--- src/rtl/pipe_pkg.sv ---
// Shared types for the skid-buffered pipeline stage: occupancy encoding and the NOP control value.
package pipe_pkg;

  typedef enum logic [1:0] {
    OCC_EMPTY = 2'd0,
    OCC_ONE   = 2'd1,
    OCC_TWO   = 2'd2
  } occ_e;

  // Replicated to CTRL_W wherever a bubble is needed.
  localparam logic CTRL_NOP = '0;

endpackage

--- src/rtl/pipe_slot.sv ---
// One valid+ctrl+data holding register; clear_ctrl_i kills the entry but keeps data.
// Single-cycle update. No handshake of its own: the parent stage decides when to load or clear.
module pipe_slot
  import pipe_pkg::*;
#(
  parameter int DATA_W = 32,
  parameter int CTRL_W = 16
) (
  input  logic              clk,
  input  logic              reset,
  input  logic              load_i,
  input  logic              clear_ctrl_i,
  input  logic [CTRL_W-1:0] ctrl_i,
  input  logic [DATA_W-1:0] data_i,
  output logic              vld_o,
  output logic [CTRL_W-1:0] ctrl_o,
  output logic [DATA_W-1:0] data_o
);

  logic              vld_q;
  logic [CTRL_W-1:0] ctrl_q;
  logic [DATA_W-1:0] data_q;

  // Clear wins over load so a flush always leaves a bubble behind.
  always_ff @(posedge clk) begin
    if (reset) begin
      vld_q  <= 1'b0;
      ctrl_q <= {CTRL_W{CTRL_NOP}};
      data_q <= '0;
    end else if (clear_ctrl_i) begin
      vld_q  <= 1'b0;
      ctrl_q <= {CTRL_W{CTRL_NOP}};
    end else if (load_i) begin
      vld_q  <= 1'b1;
      ctrl_q <= ctrl_i;
      data_q <= data_i;
    end
  end

  assign vld_o  = vld_q;
  assign ctrl_o = ctrl_q;
  assign data_o = data_q;

endmodule

--- src/rtl/pipe_stage_skid.sv ---
// Pipeline register with 2-entry skid buffer: 1-cycle latency, full throughput, registered in_ready.
// Optional stall/flush performance counters enabled by defining PIPE_STAGE_PERF_EN.
module pipe_stage_skid
  import pipe_pkg::*;
#(
  parameter int DATA_W = 32,
  parameter int CTRL_W = 16,
  parameter int CNT_W  = 16
) (
  input  logic              clk,
  input  logic              reset,
  input  logic              flush,
  input  logic              in_valid,
  output logic              in_ready,
  input  logic [CTRL_W-1:0] in_ctrl,
  input  logic [DATA_W-1:0] in_data,
  output logic              out_valid,
  input  logic              out_ready,
  output logic [CTRL_W-1:0] out_ctrl,
  output logic [DATA_W-1:0] out_data,
  output logic [1:0]        occupancy
`ifdef PIPE_STAGE_PERF_EN
  ,
  output logic [CNT_W-1:0]  stall_cnt,
  output logic [CNT_W-1:0]  flush_cnt
`endif
);

  occ_e state_q, state_d;
  logic in_ready_q, in_ready_d;
  logic acc, pop;

  logic              head_load, head_clr, head_sel_skid;
  logic              skid_load, skid_clr;
  logic              head_vld, skid_vld;
  logic [CTRL_W-1:0] head_ctrl, skid_ctrl, head_ctrl_in;
  logic [DATA_W-1:0] head_data, skid_data, head_data_in;

  assign acc = in_valid & in_ready_q;
  assign pop = head_vld & out_ready;

  always_comb begin
    state_d       = state_q;
    head_load     = 1'b0;
    head_clr      = 1'b0;
    head_sel_skid = 1'b0;
    skid_load     = 1'b0;
    skid_clr      = 1'b0;
    if (flush) begin
      state_d  = OCC_EMPTY;
      head_clr = 1'b1;
      skid_clr = 1'b1;
    end else begin
      case (state_q)
        OCC_EMPTY: begin
          if (acc) begin
            head_load = 1'b1;
            state_d   = OCC_ONE;
          end
        end
        OCC_ONE: begin
          if (acc && pop) begin
            head_load = 1'b1;
          end else if (acc) begin
            skid_load = 1'b1;
            state_d   = OCC_TWO;
          end else if (pop) begin
            head_clr = 1'b1;
            state_d  = OCC_EMPTY;
          end
        end
        OCC_TWO: begin
          if (pop && skid_vld) begin
            head_load     = 1'b1;
            head_sel_skid = 1'b1;
            skid_clr      = 1'b1;
            state_d       = OCC_ONE;
          end
        end
        default: state_d = OCC_EMPTY;
      endcase
    end
    // Skid holds an entry exactly when the next state is TWO.
    in_ready_d = (state_d != OCC_TWO);
  end

  always_ff @(posedge clk) begin
    if (reset) begin
      state_q    <= OCC_EMPTY;
      in_ready_q <= 1'b1;
    end else begin
      state_q    <= state_d;
      in_ready_q <= in_ready_d;
    end
  end

  assign head_ctrl_in = head_sel_skid ? skid_ctrl : in_ctrl;
  assign head_data_in = head_sel_skid ? skid_data : in_data;

  pipe_slot #(.DATA_W(DATA_W), .CTRL_W(CTRL_W)) u_head (
    .clk          (clk),
    .reset        (reset),
    .load_i       (head_load),
    .clear_ctrl_i (head_clr),
    .ctrl_i       (head_ctrl_in),
    .data_i       (head_data_in),
    .vld_o        (head_vld),
    .ctrl_o       (head_ctrl),
    .data_o       (head_data)
  );

  pipe_slot #(.DATA_W(DATA_W), .CTRL_W(CTRL_W)) u_skid (
    .clk          (clk),
    .reset        (reset),
    .load_i       (skid_load),
    .clear_ctrl_i (skid_clr),
    .ctrl_i       (in_ctrl),
    .data_i       (in_data),
    .vld_o        (skid_vld),
    .ctrl_o       (skid_ctrl),
    .data_o       (skid_data)
  );

  assign in_ready  = in_ready_q;
  assign out_valid = head_vld;
  assign out_ctrl  = head_vld ? head_ctrl : {CTRL_W{CTRL_NOP}};
  assign out_data  = head_data;
  assign occupancy = state_q;

`ifdef PIPE_STAGE_PERF_EN
  logic [CNT_W-1:0] stall_cnt_q, flush_cnt_q;

  always_ff @(posedge clk) begin
    if (reset) begin
      stall_cnt_q <= '0;
      flush_cnt_q <= '0;
    end else begin
      if (head_vld && !out_ready && (stall_cnt_q != {CNT_W{1'b1}}))
        stall_cnt_q <= stall_cnt_q + 1'b1;
      if (flush && (state_q != OCC_EMPTY) && (flush_cnt_q != {CNT_W{1'b1}}))
        flush_cnt_q <= flush_cnt_q + 1'b1;
    end
  end

  assign stall_cnt = stall_cnt_q;
  assign flush_cnt = flush_cnt_q;
`endif

endmodule

--- config.mk ---
export PLATFORM = sky130hd
export DESIGN_NAME = pipe_stage_skid
export DESIGN_NICKNAME = d
export VERILOG_FILES = /design/src/rtl/pipe_pkg.sv /design/src/rtl/pipe_slot.sv /design/src/rtl/pipe_stage_skid.sv
export SDC_FILE = /design/constraint.sdc
export NUM_CORES = 1
export LEC_CHECK = 0
export ABC_AREA = 0
export ABC_CLOCK_PERIOD_IN_PS = 3700
export BUFFER_PORTS_ARGS = -buffer_cell sky130_fd_sc_hd__buf_4
export CAP_MARGIN = 20
export CORE_AREA = 8 8 96 98
export DETAILED_ROUTE_END_ITERATION = 7
export DIE_AREA = 0 0 104 106
export PLACE_DENSITY_LB_ADDON = 0.25
export REMOVE_ABC_BUFFERS = 1
export SYNTH_ARGS = -nofsm -noshare
export SYNTH_HDL_FRONTEND = slang
export SYNTH_SLANG_ARGS = --single-unit
--- constraint.sdc ---
create_clock -name clk -period 3.7 [get_ports clk]
set_clock_uncertainty 0.05 [all_clocks]
set_input_delay 0.185 -clock clk [delete_from_list [all_inputs] [get_ports clk]]
set_output_delay 0.185 -clock clk [all_outputs]
set_load 0.05 [all_outputs]
Word-level counts from Yosys, hierarchy flattened

Cells that the tools add are included.

Flip-flop bits (word level): 101
Latch bits: 0
Memory bits (writable): 0
Bits in read-only memories: 0
Word-level logic and storage cells: 48
Memories kept: 0

Add/subtract/negate cells: 0
$mul: 0
Div/mod/pow operators: 0
$lt $le $gt $ge: 0
Equality and inequality tests: 3
Shift operators: 0
Muxes and demuxes: 26
Bitwise gates (word level): 4
Reductions and logical operators: 7

Operators by type and width:

| cell                 | count |
|---|---|
| $mux W16             | 2 |
| $mux W32             | 1 |
| $mux W1              | 15 |
| $mux W2              | 6 |
| $pmux W2 S3          | 1 |
| $reduce_and A2 Y1    | 2 |
| $reduce_or A2 Y1     | 2 |
| $pmux W1 S3          | 1 |
| $and A1 B1 Y1        | 2 |
| $eq A2 B1 Y1 const B | 1 |
| $eq A2 B2 Y1 const B | 1 |
| $logic_and A1 B1 Y1  | 2 |
| $logic_not A2 Y1     | 1 |
| $ne A2 B2 Y1 const B | 1 |
| $not A1 Y1           | 2 |

Longest topological paths before layout

Gate-level depths: netlist of run 1.

Depth in word-level cells: 8
Gate-level depth with buffers: 7
Gate-level depth less buffers: 4

By module

Synthesis of run 1 repeated with hierarchy kept, for this count alone.

Cells, all modules: 499
Area, all modules: 5193.7 sq um

Modules (own cells, without submodules):

| module          | times used | cells an instance | area each (sq um) | seq. area each (sq um) |
|---|---|---|---|---|
| pipe_slot       | 2          | 201               | 2094.5            | 980.9 |
| pipe_stage_skid | 1          | 97                | 1004.7            | 60.1 |

Worst setup path after synthesis of run 1

No wires, ideal clock.

Path type: reg2reg
Start point: reg in_ready_q, in the netlist in_ready
End point: reg u_skid.data_q[11], in the netlist u_skid.data_o[11]
Library setup time: 132 ps
Data arrival time: 1830 ps
Path slack: 1688 ps
Cell stages (with the launch flop): 7
Buffers on the path: 2
Clock period less this slack: 2012 ps
Cells stage by stage: dfxtp_1 > nand2_1 > or4_1 > buf_2 > buf_6 > nand2_1 > a21oi_1

Word-level cells in the longest chain between the ends: 6
Elaborated cells on any way between the ends: 7
Classes of those cells: mux (4); bitwise (1); reduce/logical (2)

Ends and longest elaborated chain:

| element                                               | RTL line                                     | text |
|---|---|---|
| start, declared                                       | pipe_stage_skid.sv:30                        | `logic in_ready_q, in_ready_d;` |
| start signal, assigned                                | pipe_stage_skid.sv:93                        | `in_ready_q <= in_ready_d;` |
| $and A1 B1 Y1 (*)                                     | pipe_stage_skid.sv:39                        | `assign acc = in_valid & in_ready_q;` |
| $mux W1 / $logic_and A1 B1 Y1 (equally long branches) | pipe_stage_skid.sv:64, pipe_stage_skid.sv:62 |  |
| $mux W1 (*)                                           | pipe_stage_skid.sv:62                        | `if (acc && pop) begin` |
| $mux W1 (*)                                           | pipe_stage_skid.sv:54                        | `case (state_q)` |
| $mux W1 (*)                                           | pipe_stage_skid.sv:49                        | `if (flush) begin` |
| $reduce_and A2 Y1 (no line) (*)                       | n/a                                          |  |
| end signal, assigned                                  | pipe_slot.sv:36                              | `data_q <= data_i;` |
| end, declared                                         | pipe_slot.sv:22                              | `logic [DATA_W-1:0] data_q;` |

Every way passes the cells marked *; elsewhere a longest branch is shown, timed or not.
A chain may end at the register's enable or synchronous reset.

Final worst setup path of run 1

Start point: reg u_head.vld_q, in the netlist u_head.vld_o
End point: reg u_head.data_q[15], in the netlist u_head.data_o[15]

Word-level cells in the longest chain between the ends: 8
Elaborated cells on any way between the ends: 17
Classes of those cells: mux (12); bitwise (2); reduce/logical (3)

Ends and longest elaborated chain:

| element                     | RTL line              | text |
|---|---|---|
| start, declared             | pipe_slot.sv:20       | `logic vld_q;` |
| start signal, assigned      | pipe_slot.sv:27       | `vld_q <= 1'b0;` |
| start signal, assigned      | pipe_slot.sv:31       | `vld_q <= 1'b0;` |
| start signal, assigned      | pipe_slot.sv:34       | `vld_q <= 1'b1;` |
| $and A1 B1 Y1 (*)           | pipe_stage_skid.sv:40 | `assign pop = head_vld & out_ready;` |
| $mux W1                     | pipe_stage_skid.sv:67 | `end else if (pop) begin` |
| $mux W1                     | pipe_stage_skid.sv:64 | `end else if (acc) begin` |
| $mux W1                     | pipe_stage_skid.sv:62 |  |
| $mux W1                     | pipe_stage_skid.sv:54 |  |
| $mux W1                     | pipe_stage_skid.sv:49 |  |
| $not A1 Y1 (no line)        | n/a                   |  |
| $reduce_and A2 Y1 (no line) | n/a                   |  |
| end signal, assigned        | pipe_slot.sv:36       |  |
| end, declared               | pipe_slot.sv:22       |  |

Marks and branches as above.

==> impl_results.md, run 1 <==
- Largest net degree at the start of global routing: 50
- Max Cap Viol: 0
- FF-to-FF End: u_head.data_o[15]
- DRT iter0 DRCs: 219
- GRT met2 Usage: 33.1%
- Setup bufs post-CTS: 0
- Post-cts sizing count: 0
- Die Area: 11000 um^2
- Distinct cell type count after synthesis: 29
- DRC: 0
- Fin crit share: 61.8%
- Smallest setup slack after layout: 1.42 ns
- CTS Buf Count: 9
- Die Height: 106 um
- Required @ worst endpoint: 3.85 ns
- Die width: 104 um
- GRT Max-Usage Layer: met2
- H-tree depth: 3
- Core Rows: 33
- CTS tree: done
- Initial antenna violation count: 0
- Finished Cell Area: 5110 um^2
- M3 GR Usage: 5.63%
- Worst relative slew slack: 28.4%
- PwrDens: 436 nW/um^2
- Fin. max-slew vios: 0
- Yosys reg bits: 101
- Min-Delay Path Class: primary input to flip-flop
- Syn. warnings: 0
- Number of synthesized flops with an enable pin: 0
- First-pass iteration count of the detailed router: 4
- Vias in the first global route: 3797
- Total Neg Setup Slack: 0 ns
- Post-synthesis cell area: 4120 um^2
- Layout fillers: 653
- Reg2Reg Depth: 5
- Nets@finish: 612
- Post-synth ARST share: 0%
- Routed Antenna Nets: 0
- Unrepaired setup endpoints after global routing: false
- Starting Density: 52.5%
- VDD IR max: 0.279 mV
- Hold worst-path end: u_skid.data_o[13]
- Fraction of layout instances using a drive strength above 1: 24.1%
- Clock Sinks: 101
- Crit path kind: flip-flop to flip-flop
- Hold path start: in_data[13]
- Worst-margin pin slew: 1.07 ns
- DP Area: 4890 um^2
- R2R Setup Slk: 1.42 ns
- Routed vias: 3838
- Final hold vios: 0
- DR WL/cell: 16.7 um
- Clock root cell: clkbuf_8
- Highest Clock Rate: 438 MHz
- Post-Synthesis Cells: 482
- Setup slack at placement: 1.43 ns
- Setup crit start kind: flip-flop
- Global Route Usage Sum: 20.0%
- Met1 usage: 24.8%
- Mean post-synth cell area: 8.54 um^2
- Core area: 7850 um^2
- Hpwl dp: 6.79 mm
- Pleak: 2.17 nW
- Clk slew on worst S/H paths: 0.10 ns
- IO Port Bufs: 104
- Gpl congestion: 0.810
- Final setup vio count: 0
- P&R area growth vs syn: 24.1%
- Clock Latency Late Sink: 0.36 ns
- Period minus WS final: 2.28 ns
- CTS Hold Buffers Added: 0
- Vias/cell: 5.74
- Prevailing post-synth register cell: dfxtp_1
- Hold path depth: 3
- Outcome: completed
- Antenna fix cells: 0
- Highest net fanout along the worst path: 48
- Worst Path Arrival: 2.44 ns
- Clk buf depth: 2
- # IOs: 105
- Critical R2R Launch: u_head.vld_o
- Crit. End Element: flip-flop
- GRT overflow: 0
- First-pass GRT wire length: 18.6 mm
- Sequential fraction of the synthesis area: 49.1%
- Post-Route WL: 11.2 mm
cell usage in the layout, fill, tap and decap left out, drive strengths merged:
cell	netlist	layout
nor4	1	1
o21ai	1	1
nor2	4	4
and3	1	1
a311oi	1	1
a21oi	98	98
inv	2	2
buf	24	112
nand3b	2	2
nand2b	2	2
a211oi	1	1
clkinv	0	1
o32ai	1	1
nand4	2	2
dfxtp	101	101
clkbuf	22	10
or2	1	1
nor3	1	1
nand2	98	98
and2	17	17
or4	1	1
bufinv	0	2
o31ai	48	48
a22oi	48	48
nor2b	1	1
nand3	1	1
o21a	2	2
or3	1	1
clkinvlp	0	3
flip-flops by register name, indices dropped and copies added, names as in the netlist:
register       count
u_head.vld_o       1
u_head.data_o     32
u_skid.vld_o       1
u_skid.ctrl_o     16
in_ready           1
u_skid.data_o     32
occupancy          2
u_head.ctrl_o     16
metrics by stage:
stage	utilization [%]	total power [mW]	instances	hold WS, ns
after floorplan	-	1.36	436	0.204
after global placement	62.3	1.50	652	0.391
after detailed placement	62.3	1.50	652	0.397
after CTS	65.0	2.24	668	0.0108
after global routing	65.1	2.31	669	0.0137
final	65.1	2.23	669	0.0209
worst max-delay path by stage:
stage | slack, ns | from | end | cells after the start
after floorplan | -0.36 | u_head.vld_o | u_head.ctrl_o[0] | 4
after global placement | 1.48 | u_head.vld_o | u_skid.data_o[15] | 5
after detailed placement | 1.43 | u_head.vld_o | u_skid.ctrl_o[0] | 5
after CTS | 1.42 | u_head.vld_o | u_head.ctrl_o[5] | 5
after global routing | 1.26 | u_head.vld_o | u_head.data_o[30] | 5
final | 1.42 | u_head.vld_o | u_head.data_o[15] | 5
cell usage after synthesis (4+ instances only):
master	number	share of area, %
dfxtp_1	101	49
a21oi_1	98	12
nand2_1	98	8.9
o31ai_1	48	8.8
clkbuf_1	22	2.0
buf_2	17	2.1
nor2_1	4	0.36
buf_4	5	0.91
a22oi_1	48	8.8
and2_1	16	2.4
logic make-up after synthesis:
kind of cell	synth area share, %
compound gates	30.8
flops	49.1
simple gates	14.4
buf+inv	5.71
layout make-up:
class                           count  area [um^2]  share of cell area (%)
Sequential cell                   101         2020                    39.6
Multi-Input combinational cell    333         1890                    37.0
Timing Repair Buffer              112          841                    16.5
Tap cell                          105          131                    2.57
Clock buffer                       10          128                    2.50
Clock inverter                      6         87.6                    1.71
Inverter                            2         7.51                   0.147
critical path, stage by stage (launching register included):
cell and delay, ns:
dfxtp_1 0.32, buf_4 0.22, nand3_1 0.19, or3_2 0.91, a22oi_1 0.33, a21oi_1 0.10
routing by layer:
layer	vias up	routed length, um
met1	1815	4940
li1	1881	-
met2	133	5290
met4	0	88
met5	-	0
met3	9	843
power breakdown:
part	internal [mW]	switching, mW	total (mW)
clock network	0.380	0.370	0.750
logic	0.116	0.210	0.326
registers	1.13	0.0235	1.15
total	1.62	0.603	2.23
Note: power is estimated with default switching activity, not from simulation.
==> run 2: changes to the inputs <==
- ABC_AREA: 0 -> 1
- ABC_CLOCK_PERIOD_IN_PS: 3700 -> 2370
- CORE_AREA: 8 8 96 98 -> 8 8 103 105
- DIE_AREA: 0 0 104 106 -> 0 0 111 113
- clock period: 3.7 -> 2.37 ns (I/O delays scaled with it)
==> run 2 against run 1 <==
First-iteration DRC count is 68% higher. Critical path depth unchanged. Wire length rose by 18%. Non-clock buffer count up 50. Maximum frequency grew 26%. Synthesized cell count increased by 57%. Sequential cell count did not move. Critical path type unchanged. Critical endpoint is now u_skid.ctrl_o[14]. Largest power group unchanged.
==> impl_results.md, run 2 <==
- Layout fillers: 758 (+16%)
- Unrepaired setup endpoints after global routing: false
- Crit. End Element: flip-flop
- Commonest non-fill, non-tap cells in the layout: nand2_1, buf_4, nor2_1, dfxtp_1, inv_1
- Required @ worst endpoint: 2.55 ns (-1.30 ns)
- DRC: 0 (unchanged)
- Post-synth ARST share: 0% (unchanged)
- Setup slack at placement: 0.603 ns (-0.832 ns)
- Share of the synthesized area in the top cell type: 41.6% (-7.5 points)
- CTS Buf Count: 9 (unchanged)
- H-tree depth: 3 (unchanged)
- Die width: 111 um (+6.7%)
- Period minus WS final: 1.81 ns (-0.474 ns)
- Sequential fraction of the synthesis area: 41.6% (-7.5 points)
- Setup crit start kind: flip-flop
- Vias in the first global route: 4732 (+25%)
- Core area: 8980 um^2 (+14%)
- Syn. warnings: 0 (unchanged)
- Die Height: 113 um (+6.6%)
- Prevailing post-synth register cell: dfxtp_1
- P&R area growth vs syn: 28.9%
- Worst Path Arrival: 1.99 ns (-0.45 ns)
- DR WL/cell: 13.3 um (-20%)
- Clock root cell: clkbuf_8
- Clock Latency Late Sink: 0.36 ns (about the same)
- Total power draw: 3.57 mW (+60%)
- Post-Route WL: 13.2 mm (+18%)
- Core Rows: 35 (+6.1%)
- Yosys reg bits: 101 (unchanged)
- Most common cell after layout, fill and taps aside: nand2_1
- Min-Delay Path Class: primary input to flip-flop
- IO Port Bufs: 104 (unchanged)
- Highest net fanout along the worst path: 49 (+2.1%)
- Final hold vios: 0 (unchanged)
- Vias/cell: 5.13 (-11%)
- GRT overflow: 0 (unchanged)
- Number of synthesized flops with an enable pin: 0 (unchanged)
- DRT iter0 DRCs: 369 (+68%)
- Crit path kind: flip-flop to flip-flop
- PwrDens: 569 nW/um^2 (+31%)
- Pleak: 3.13 nW (+44%)
- Clk slew on worst S/H paths: 0.10 ns (about the same)
- Highest Clock Rate: 552 MHz (+26%)
- Outcome: completed
- Smallest setup slack after layout: 0.559 ns (-0.856 ns)
- Clk buf depth: 2 (unchanged)
- Gpl congestion: 0.760 (-6.2%)
- Initial antenna violation count: 1 (+1)
- CTS tree: done
- Yosys top cell by area: dfxtp_1
- # IOs: 105 (unchanged)
- Worst-margin pin slew: 1.06 ns (-0.0159 ns)
- Fin util: 69.8% (+4.7 points)
- Routed vias: 5084 (+32%)
- Post-synthesis cell area: 4860 um^2 (+18%)
- Die Area: 12500 um^2 (+14%)
- Largest net degree at the start of global routing: 62 (+24%)
- Starting Density: 54.1% (+1.7 points)
- VDD IR max: 0.308 mV (+10%)
- First-pass GRT wire length: 21.6 mm (+16%)
- Routed Antenna Nets: 0 (unchanged)
- Top-count cell post-synth: nand2_1
- Post-Synthesis Cells: 758 (+57%)
- Fin crit share: 76.4% (+15 points)
- Worst relative slew slack: 29.5% (+1.1 points)
- Fraction of layout instances using a drive strength above 1: 16.0% (-8.1 points)
- Global Route Usage Sum: 20.1% (+0.083 points)
- Nets@finish: 927 (+51%)
- Distinct cell type count after synthesis: 19 (-34%)
- Top post-synthesis cells by area: dfxtp_1, nand2_1, nor2_1
- Clock Sinks: 101 (unchanged)
- First-pass iteration count of the detailed router: 5 (+1)
- Top cells by count, synth: nand2_1, dfxtp_1, nor2_1
- Hpwl dp: 8.27 mm (+22%)
- Mean post-synth cell area: 6.41 um^2 (-25%)
- Fin. max-slew vios: 0 (unchanged)
- Area of the multi-input gates: 2280 um^2 (+20%)
- FF+latch area: 2020 um^2 (unchanged)
- Final setup vio count: 0 (unchanged)
- Max Cap Viol: 0 (unchanged)
-- run 2: stage by stage --
step           area [um^2]  hold WS, ns  cells  setup TNS (ns)
2_1_floorplan         4570        0.138    701          -86.65
4_1_cts               6260      0.00261    990               0
6_report              6260       0.0181    991               0
3_5_place_dp          5600        0.370    928               0
5_1_grt               6260      0.00977    991               0
3_3_place_gp          5600        0.361    928               0
-- run 2: cells by family (layout without fill, tap and decap cells) --
| group | Yosys count | in the layout | share of synthesized area [%] |
|---|---|---|---|
| and+or+nand+nor | 475 | 475 | 41.4 |
| DFF | 101 | 101 | 41.6 |
| other | 0 | 1 | 0 |
| AOI/OAI and AO/OA | 51 | 51 | 5.25 |
| buffers and inverters | 131 | 252 | 11.8 |
-- run 2: repair_timing --
item | in CTS | in global routing
buffers inserted | 0 | 0
hold endpoints to repair | 46 | 0
gates resized for setup | 0 | 0
hold buffers | 46 | 0
-- run 2: layout make-up --
| type | instances | share of cell area [%] |
|---|---|---|
| diodes | 1 | 0.0399 |
| clock buffers | 11 | 2.26 |
| clock inverters | 5 | 0.959 |
| inverters | 74 | 4.43 |
| multi-input cells | 526 | 36.4 |
| flip-flops and latches | 101 | 32.3 |
| well taps | 111 | 2.22 |
| repair buffers | 162 | 21.4 |
-- run 2: final timing paths --
check                                       start                 to  slack, ns  cells after the start
worst max-delay path                 occupancy[0]  u_skid.ctrl_o[14]       0.56                      5
worst min-delay path                   in_ctrl[8]   u_skid.ctrl_o[8]       0.02                      3
worst max register to register       occupancy[0]  u_skid.ctrl_o[14]       0.56                      5
worst min register to register  u_skid.ctrl_o[15]  u_skid.ctrl_o[15]       0.42                      2
-- run 2: worst max-delay path: stages (launching register included) --
cell and delay [ns]:
dfxtp_1 0.45, nand2_1 0.14, nor2_4 0.15, nand2_2 0.55, nand2_1 0.24, a21oi_1 0.09
-- run 2: report_power, final --
| part | switching (mW) | total (mW) | internal [mW] |
|---|---|---|---|
| registers | 0.0333 | 1.79 | 1.76 |
| logic | 0.412 | 0.655 | 0.243 |
| clock network | 0.601 | 1.12 | 0.520 |
-- run 2: per-layer routing --
metal | share of wire (%) | vias up | GRT usage (%)
met5 | 0 | - | 0
met4 | 1.2 | 0 | 7.57
met3 | 5.7 | 14 | 3.97
met2 | 51 | 142 | 35.7
met1 | 42 | 2337 | 23.2
li1 | - | 2591 | -
==> run 3: changes to the inputs <==
- ABC_CLOCK_PERIOD_IN_PS: 2370 -> 1650
- CORE_AREA: 8 8 103 105 -> 8 8 109 111
- DIE_AREA: 0 0 111 113 -> 0 0 117 119
- clock period: 2.37 -> 1.65 ns (I/O delays scaled with it)
==> run 3 against run 2 <==
Combinational power grew 52%. Clock power increased by 48%. Global-route usage barely moved. Sequential power up 44%. Non-clock buffer count rose by 16. Worst setup slack lost 0.46 ns. Via count grew 2.0%. Register-to-register slack worse by 0.46 ns. Design area rose by 3.8%.
==> impl_results.md, run 3 (same netlist as run 2, synthesis figures left out) <==
- Outcome: completed
- Total Neg Setup Slack: 0 ns (unchanged)
- Vias in the first global route: 4967 (+5.0%)
- R2R Setup Slk: 0.10 ns (-0.46 ns)
- Worst path cell trace: inv_1 > nor2_4 > nand2_1 > nand3_2 > nand2_4 > clkbuf_16 > nor2_1 > nor2_1
- Routed vias: 5184 (+2.0%)
- Antenna fix cells: 0 (-1)
- First-pass GRT wire length: 23.1 mm (+6.9%)
- Min-Delay Path Class: primary input to flip-flop
- Routed Antenna Nets: 0 (unchanged)
- Clk buf depth: 2 (unchanged)
- DRT iter0 DRCs: 486 (+32%)
- Fraction of layout instances using a drive strength above 1: 17.3% (+1.3 points)
- Die width: 117 um (+5.4%)
- Core Rows: 37 (+5.7%)
- DR WL/cell: 13.5 um (+1.5%)
- Period minus WS final: 1.55 ns (-0.264 ns)
- Starting Density: 48.2% (-6.0 points)
- Initial antenna violation count: 0 (-1)
- Worst relative slew slack: 68.2% (+39 points)
- Die Area: 13900 um^2 (+11%)
- Most common cell after layout, fill and taps aside: nand2_1
- Fin. max-slew vios: 0 (unchanged)
- Final hold vios: 0 (unchanged)
- Final setup vio count: 0 (unchanged)
- Commonest non-fill, non-tap cells in the layout: nand2_1, buf_4, nor2_1, dfxtp_1, inv_1
- Hpwl dp: 8.94 mm (+8.0%)
- # IOs: 105 (unchanged)
- CTS tree: done
- DRC: 0 (unchanged)
- IO Port Bufs: 104 (unchanged)
- Nets@finish: 943 (+1.7%)
- Die Height: 119 um (+5.3%)
- Post-Route WL: 13.9 mm (+5.6%)
- CTS Buf Count: 9 (unchanged)
- Layout fillers: 905 (+19%)
- Setup bufs post-CTS: 0 (unchanged)
- GRT overflow: 0 (unchanged)
- Critical Path Most Common Cell: nor2_1
- Fin crit share: 93.8% (+17 points)
- Worst Path Arrival: 1.76 ns (-0.23 ns)
- VDD IR max: 0.469 mV (+53%)
- Global Route Usage Sum: 20.1% (+0.023 points)
- Worst-margin pin slew: 0.476 ns (-0.581 ns)
- Max Cap Viol: 0 (unchanged)
- H-tree depth: 3 (unchanged)
- Crit path kind: flip-flop to flip-flop
- CP max-delay cell: dfxtp_1
- Clk slew on worst S/H paths: 0.10 ns (about the same)
- Vias/cell: 5.03 (-2.0%)
- Required @ worst endpoint: 1.86 ns (-0.69 ns)
- Clock root cell: clkbuf_8
- Pleak: 3.23 nW (+3.5%)
- Clock Sinks: 101 (unchanged)
- PwrDens: 804 nW/um^2 (+41%)
- P&R area growth vs syn: 33.8%
- Unrepaired setup endpoints after global routing: true
- Slowest stage delay, CP: 0.39 ns (-0.16 ns)
- Setup crit start kind: flip-flop
- Clock Latency Late Sink: 0.36 ns (about the same)
- Largest net degree at the start of global routing: 36 (-42%)
- Crit. End Element: flip-flop
- Highest net fanout along the worst path: 17 (-65%)
- Fin util: 64.4% (-5.4 points)
- Gpl congestion: 0.818 (+7.7%)
- Highest Clock Rate: 646 MHz (+17%)
- First-pass iteration count of the detailed router: 5 (unchanged)
- Core area: 10100 um^2 (+12%)
-- run 3: cell count changes in the layout (fill, tap and decap cells not counted), sizes merged --
cell         change
clkinv           -1
buf             +11
diode            -1
inv              +3
dlygate4sd3      +4
clkbuf           -1
-- run 3: repair_timing --
| action | in CTS | in global routing |
|---|---|---|
| hold buffers | 50 | 0 |
| endpoints found under the hold margin | 77 | 0 |
| setup endpoints to repair | 0 | 28 |
| resized for setup | 0 | 2 |
-- run 3: routing by layer --
| layer | share of wire (%) | global-route usage, % | wire (um) |
|---|---|---|---|
| met3 | 6.5 | 2.73 | 904 |
| met5 | 0 | 0 | 0 |
| met4 | 1.9 | 8.41 | 264 |
| met2 | 50 | 34.7 | 6970 |
| met1 | 41 | 24.2 | 5750 |
-- run 3: metrics by stage --
stage	instance area [um^2]	std cells	power [mW]	hold WS (ns)	worst slack, ns
final	6500	1031	5.23	0.172	0.103
after global routing	6500	1031	5.46	0.207	-0.00710
after CTS	6470	1030	5.23	0.157	0.0965
after detailed placement	5770	964	3.51	0.258	0.145
after global placement	5770	964	3.50	0.264	0.206
after floorplan	4570	701	3.15	0.102	-1.66
-- run 3: critical path: cells and delay by family (launching register included) --
family | cells | cell delay, ns
buf+inv | 2 | 0.33
flops | 1 | 0.39
simple gates | 6 | 0.69
-- run 3: final timing paths --
check                                       start                end  cells past startpoint
worst min-delay path                    out_ready       u_head.vld_o                      6
worst max-delay path                 occupancy[1]  u_head.ctrl_o[11]                      8
worst max register to register       occupancy[1]  u_head.ctrl_o[11]                      8
worst min register to register  u_skid.data_o[23]  u_skid.data_o[23]                      2
-- run 3: where the power goes --
part | internal [mW] | leakage (nW) | switching, mW
Sequential | 2.52 | 0.822 | 0.0481
Combinational | 0.388 | 2.31 | 0.607
Clock | 0.727 | 0.103 | 0.931
Total | 3.64 | 3.23 | 1.59
-- run 3: final cells by class --
cell class	count	area, um^2	area share, %
multi-input cells	526	2280	35.1
flip-flops and latches	101	2020	31.1
repair buffers	178	1550	23.8
inverters	74	279	4.29
well taps	136	170	2.62
clock buffers	9	124	1.91
clock inverters	7	80.1	1.23
